File: src/rtl/alarm_timer_if.sv
// alarm_timer_if
//   Bundles the timer's control and parameter-block signals.
//   slave  : the timer itself (takes start/interval_req/value, drives the rest)
//   master : the surrounding alarm FSM plus the parameter block
//
//   start_timer  1  start/restart request
//   interval_req 2  interval to time (ARM/DRIVER/PASSENGER/ALARM_ON)
//   value        4  registered duration from the parameter block
//   interval     2  select driven to the parameter block
//   remaining    4  seconds left in the current count
//   busy         1  timer is selecting, loading or counting
//   expired      1  one-cycle completion pulse
interface alarm_timer_if;
    logic       start_timer;
    logic [1:0] interval_req;
    logic [3:0] value;
    logic [1:0] interval;
    logic [3:0] remaining;
    logic       busy;
    logic       expired;

    modport slave (
        input  start_timer, interval_req, value,
        output interval, remaining, busy, expired
    );

    modport master (
        output start_timer, interval_req, value,
        input  interval, remaining, busy, expired
    );
endinterface

File: src/rtl/alarm_timer.sv
// alarm_timer
//   Countdown timer fed by the alarm's time-parameter block. A start request
//   selects an interval, waits out the block's one-cycle registered read,
//   captures the duration in seconds and counts it down using a prescaler of
//   CLOCKS_PER_SEC cycles per second. Completion emits a one-cycle expired
//   pulse. A start in any state restarts the sequence.
//
//   clock  1  rising-edge system clock
//   reset  1  synchronous, active-high
//   tmr       alarm_timer_if.slave (see interface for signal list)
//
//   All outputs are registers; nothing combinational reaches an output.
module alarm_timer #(
    parameter int CLOCKS_PER_SEC = 100_000_000
) (
    input  logic          clock,
    input  logic          reset,
    alarm_timer_if.slave  tmr
);

    typedef enum logic [2:0] {
        IDLE,
        SELECT,
        LOAD,
        COUNT,
        EXPIRE
    } state_t;

    localparam logic [31:0] PRESC_MAX = 32'(CLOCKS_PER_SEC - 1);

    state_t      state_q,     state_d;
    logic [1:0]  interval_q,  interval_d;
    logic [3:0]  remaining_q, remaining_d;
    logic [31:0] presc_q,     presc_d;
    logic        busy_q,      busy_d;
    logic        expired_q,   expired_d;
    logic        tick;

    // One-second tick: last prescaler cycle while counting.
    always_comb tick = (state_q == COUNT) && (presc_q == PRESC_MAX);

    always_comb begin
        // NOTE: every _d gets a default before the case so no path leaves one
        // unassigned; an unassigned path would infer a latch.
        state_d     = state_q;
        interval_d  = interval_q;
        remaining_d = remaining_q;
        presc_d     = '0;          // prescaler sits at 0 outside COUNT

        case (state_q)
            IDLE: begin
            end

            // Parameter block registers the new select during this cycle.
            SELECT: state_d = LOAD;

            LOAD: begin
                if (tmr.value == 4'd0) begin
                    remaining_d = '0;
                    state_d     = EXPIRE;
                end else begin
                    remaining_d = tmr.value;
                    state_d     = COUNT;
                end
            end

            COUNT: begin
                if (tick) begin
                    // Wrap to 0 (presc_d default) and consume one second.
                    if (remaining_q > 4'd1) begin
                        remaining_d = remaining_q - 4'd1;
                    end else begin
                        remaining_d = '0;
                        state_d     = EXPIRE;
                    end
                end else begin
                    presc_d = presc_q + 32'd1;
                end
            end

            EXPIRE: begin
                remaining_d = '0;
                state_d     = IDLE;
            end

            default: state_d = IDLE;
        endcase

        // A start from any state wins over everything above, including a
        // coincident tick: remaining is frozen until the next LOAD.
        if (tmr.start_timer) begin
            state_d     = SELECT;
            interval_d  = tmr.interval_req;
            remaining_d = remaining_q;
            presc_d     = '0;
        end
    end

    // Status flags are registered from the next state so they line up with
    // the state register instead of being decoded after it.
    always_comb begin
        busy_d    = (state_d == SELECT) || (state_d == LOAD) || (state_d == COUNT);
        expired_d = (state_d == EXPIRE);
    end

    always_ff @(posedge clock) begin
        // NOTE: non-blocking assignments so every register samples the values
        // from before this edge, independent of statement order.
        if (reset) begin
            state_q     <= IDLE;
            interval_q  <= '0;
            remaining_q <= '0;
            presc_q     <= '0;
            busy_q      <= 1'b0;
            expired_q   <= 1'b0;
        end else begin
            state_q     <= state_d;
            interval_q  <= interval_d;
            remaining_q <= remaining_d;
            presc_q     <= presc_d;
            busy_q      <= busy_d;
            expired_q   <= expired_d;
        end
    end

    assign tmr.interval  = interval_q;
    assign tmr.remaining = remaining_q;
    assign tmr.busy      = busy_q;
    assign tmr.expired   = expired_q;

endmodule

File: src/flat_wrapper.sv
// flat-port wrapper written by rule: the top's interface ports become plain ports
module alarm_timer_flat 
#(
    parameter int CLOCKS_PER_SEC = 100_000_000
)
  (clock, reset, tmr_start_timer, tmr_interval_req, tmr_value, tmr_interval, tmr_remaining, tmr_busy, tmr_expired);
  alarm_timer_if tmr_i ();
  input  logic clock;
  input  logic reset;
  input wire logic [$bits(tmr_i.start_timer)-1:0] tmr_start_timer;
  input wire logic [$bits(tmr_i.interval_req)-1:0] tmr_interval_req;
  input wire logic [$bits(tmr_i.value)-1:0] tmr_value;
  output wire logic [$bits(tmr_i.interval)-1:0] tmr_interval;
  output wire logic [$bits(tmr_i.remaining)-1:0] tmr_remaining;
  output wire logic [$bits(tmr_i.busy)-1:0] tmr_busy;
  output wire logic [$bits(tmr_i.expired)-1:0] tmr_expired;
  assign tmr_i.start_timer = tmr_start_timer;
  assign tmr_i.interval_req = tmr_interval_req;
  assign tmr_i.value = tmr_value;
  assign tmr_interval = tmr_i.interval;
  assign tmr_remaining = tmr_i.remaining;
  assign tmr_busy = tmr_i.busy;
  assign tmr_expired = tmr_i.expired;
  alarm_timer #(.CLOCKS_PER_SEC(CLOCKS_PER_SEC)) u_core (.clock(clock), .reset(reset), .tmr(tmr_i));
endmodule
File: config.mk
export PLATFORM = sky130hd
export DESIGN_NAME = alarm_timer_flat
export DESIGN_NICKNAME = d
export VERILOG_FILES = /design/src/rtl/alarm_timer_if.sv /design/src/rtl/alarm_timer.sv /design/src/flat_wrapper.sv
export SDC_FILE = /design/constraint.sdc
export NUM_CORES = 1
export LEC_CHECK = 0
export ABC_CLOCK_PERIOD_IN_PS = 2500
export CELL_PAD_IN_SITES_DETAIL_PLACEMENT = 0
export CELL_PAD_IN_SITES_GLOBAL_PLACEMENT = 1
export CORE_MARGIN = 2
export CORE_UTILIZATION = 40
export DETAILED_ROUTE_END_ITERATION = 7
export HOLD_SLACK_MARGIN = 0.02
export PLACE_DENSITY = 0.78
export SYNTH_ARGS = -nofsm -noshare
export SYNTH_HDL_FRONTEND = slang
export SYNTH_SLANG_ARGS = --single-unit
File: constraint.sdc
create_clock -name clock -period 2.5 [get_ports clock]
set_clock_uncertainty 0.1 [all_clocks]
set_input_delay 0.375 -clock clock [delete_from_list [all_inputs] [get_ports clock]]
set_output_delay 0.375 -clock clock [all_outputs]
set_load 0.02 [all_outputs]
==> reports/results.txt <==
Status - complete, no violations
Layout Cells excl Fill - 327
Max Fclk - 499 MHz
Post-route ant nets - 0
Clock root cell - clkbuf_8
IO Count - 17
Pre-Repair DR Iteration Count - 4
Rows - 26
Register area share after synthesis - 41.2%
Async set-reset flop share out of synthesis - 0%
Clock tree from TritonCTS - done
Worst-Margin Slew - 472 ps
Final wirelength - 4020 µm
Crit path max fanout - 6
Average wire per standard cell - 12.3 µm
Core region area - 5070 µm²
Worst-path clk slew - 70 ps
Crit path largest cell delay - 460 ps
Vias post-DR - 1656
Pint - 0.977 mW
Pwr dens - 506 nW/µm²
VDD IR max - 0.238 mV
Synth-to-Final Area Change - 16.5%
Mean Syn Cell Area - 8.84 µm²
Crit end category - register
Die W - 76.2 µm
Initial antenna violation count - 0
Overflow left after global routing - 0
NetSw - 0.255 mW
Hold-fix buffers, CTS - 0
RSZ-0062 raised after global routing - false
LEAKAGE - 0.844 nW
Starting Density - 41.1%
Hold Vio Cnt, Final - 0
Die ar. - 5810 µm²
Switching Share - 20.7%
CP arrival - 2090 ps
Yosys Warn Count - 0
Top cell type's share of synthesized area - 41.2%
Syn Inst Count - 236
Area contributors post-synth - dfxtp_1 (41%), xor2_1 (10%), nor2_1 (8.5%), nand3_1 (3.8%), nand4_1 (3.0%)
PortBufs - 16
Logic pwr share - 5.1%
CTS max path bufs - 2
Chip height - 76.2 µm
Critical Path RT - 2590 ps
Post-synthesis cell area - 2090 µm²
Critical path type - reg -> reg
Largest net degree at the start of global routing - 33
Vias in the first global route - 1581
Initial DRC Count - 25
Vias per inst - 5.06
First-pass GRT wire length - 7410 µm
Setup TNS - 0 ps
Clock network power share - 38.3%
Synth cell types - 44
Max Cap Viol - 0
Crit path cell chain - ha_1 > nand2_1 > nor4_4 > buf_4 > nand4_1 > xor2_1 > nor2_2
Post-CTS setup buffer count - 0
CTS H-tree lvls - 2
Share of cells above drive strength 1 - 7.78%
Fin. max-slew vios - 0
Fin crit share - 80.2%
Reg power frac - 56.6%
Gpl congestion - 0.792
Class of the worst hold path - reg -> reg
Detailed Place HPWL - 2890 µm
Placed Cells incl. Taps - 319
Clock buffer count from CTS - 5
Post-Syn Nets - 248
Synth Register Bits - 43
Layout net count - 268
Yosys top cell by area - dfxtp_1
CP max-delay cell - nor4_4
Post-route DRC - 0
Tmin final - 2010 ps
Crit start category - register
Top FF cell, synth - dfxtp_1
CTS Sinks - 43
Worst skew pair latency - 290 ps
Total GRT Usage - 15.2%
Resized cells post-CTS - 0
Finish-stage setup viols - 0
Number of flops mapped to enable cells by yosys - 0
Ant. Diodes - 0
Slew margin rel. - 68.3%
-- area by class of cell --
class	count	area, µm²
timing repair buffer	21	210
tap	70	87.6
multi-input combinational	180	1150
sequential	43	861
clock buffer	8	100
fill	545	2640
inverter	5	18.8
-- cell usage in the layout, fill, tap and decap left out, types with 2 or more instances in the layout --
cell type / Yosys / routed
a211oi_1: 3 / 3
a21oi_1: 6 / 6
and2_1: 4 / 4
and3_1: 5 / 5
and4_1: 4 / 4
buf_4: 6 / 4
clkbuf_8: 0 / 7
clkdlybuf4s50_1: 0 / 16
dfxtp_1: 43 / 43
ha_1: 3 / 3
inv_1: 5 / 5
mux2i_1: 2 / 2
nand2_1: 10 / 10
nand3_1: 16 / 16
nand4_1: 10 / 10
nor2_1: 47 / 47
nor3_1: 7 / 7
nor4_1: 3 / 3
nor4b_1: 3 / 3
o21a_1: 2 / 2
o21ai_0: 2 / 2
xnor2_1: 7 / 7
xor2_1: 24 / 24
-- cell families (layout without fill, tap and decap cells) --
family	after synthesis	in the layout	share of synthesized area (%)
AO/OA/AOI/OAI	18	18	5.82
XOR/XNOR	31	31	13.0
adder cells (fa/ha/maj)	3	3	1.80
buffers and inverters	13	34	3.42
flip-flops	43	43	41.2
multiplexers	2	2	0.959
AND/OR/NAND/NOR	126	126	33.8
-- state kept, by name, summed over array words and instances (netlist names) --
name and count:
u_core.tmr.expired 1, u_core.tmr.interval 2, u_core.tmr.remaining 4, u_core.tmr.busy 1, u_core.presc_q 32, u_core.state_q 3
-- metrics by stage --
stage | hold slack [ps] | power [mW] | utilization [%] | instance area, µm² | setup WS, ps
floorplan | 341 | 0.744 | - | 2090 | 554
global placement | 359 | 0.775 | 46.0 | 2330 | 442
detailed placement | 371 | 0.775 | 46.0 | 2330 | 435
CTS | 390 | 1.25 | 47.9 | 2430 | 467
global route | 426 | 1.29 | 47.9 | 2430 | 283
finish | 382 | 1.23 | 47.9 | 2430 | 495
-- worst max-delay path, delay by kind of cell (launching register included) --
kind,cells,cell delay (ps)
simple gates,4,780
flops,1,390
buf+inv,1,220
fa+ha+maj,1,240
xor+xnor,1,180
-- final timing paths --
kind | start | endpoint | slack (ps) | depth (start not counted)
max | u_core.presc_q[0] | u_core.presc_q[16] | 490 | 7
min | u_core.presc_q[0] | u_core.presc_q[0] | 380 | 1
max reg2reg | u_core.presc_q[0] | u_core.presc_q[16] | 490 | 7
min reg2reg | u_core.presc_q[0] | u_core.presc_q[0] | 380 | 1
-- cells in the mapped netlist, types with 3 or more instances --
cell	n
a21oi_1	6
nor4_1	3
xnor2_1	7
and2_1	4
inv_1	5
a211oi_1	3
xor2_1	24
dfxtp_1	43
nand4_1	10
nor4b_1	3
and4_1	4
nor3_1	7
buf_4	6
nand3_1	16
and3_1	5
ha_1	3
nor2_1	47
nand2_1	10
-- metal layers --
metal	vias up	wire length (µm)	share of wire (%)	global-route usage, %
met5	-	0	0	0
met4	0	38	0.95	4.73
met3	4	178	4.4	3.79
met2	34	1810	45	23.8
met1	755	1990	50	20.8
li1	863	-	-	-
-- power groups by stage --
stage,clock [mW],sequential (mW),combinational [mW]
2_1_floorplan,0,0.717,0.0270
5_1_grt,0.527,0.697,0.0687
3_3_place_gp,0,0.712,0.0627
4_1_cts,0.491,0.696,0.0637
3_5_place_dp,0,0.712,0.0631
6_report,0.472,0.696,0.0629
Note: power is estimated with default switching activity, not from simulation.
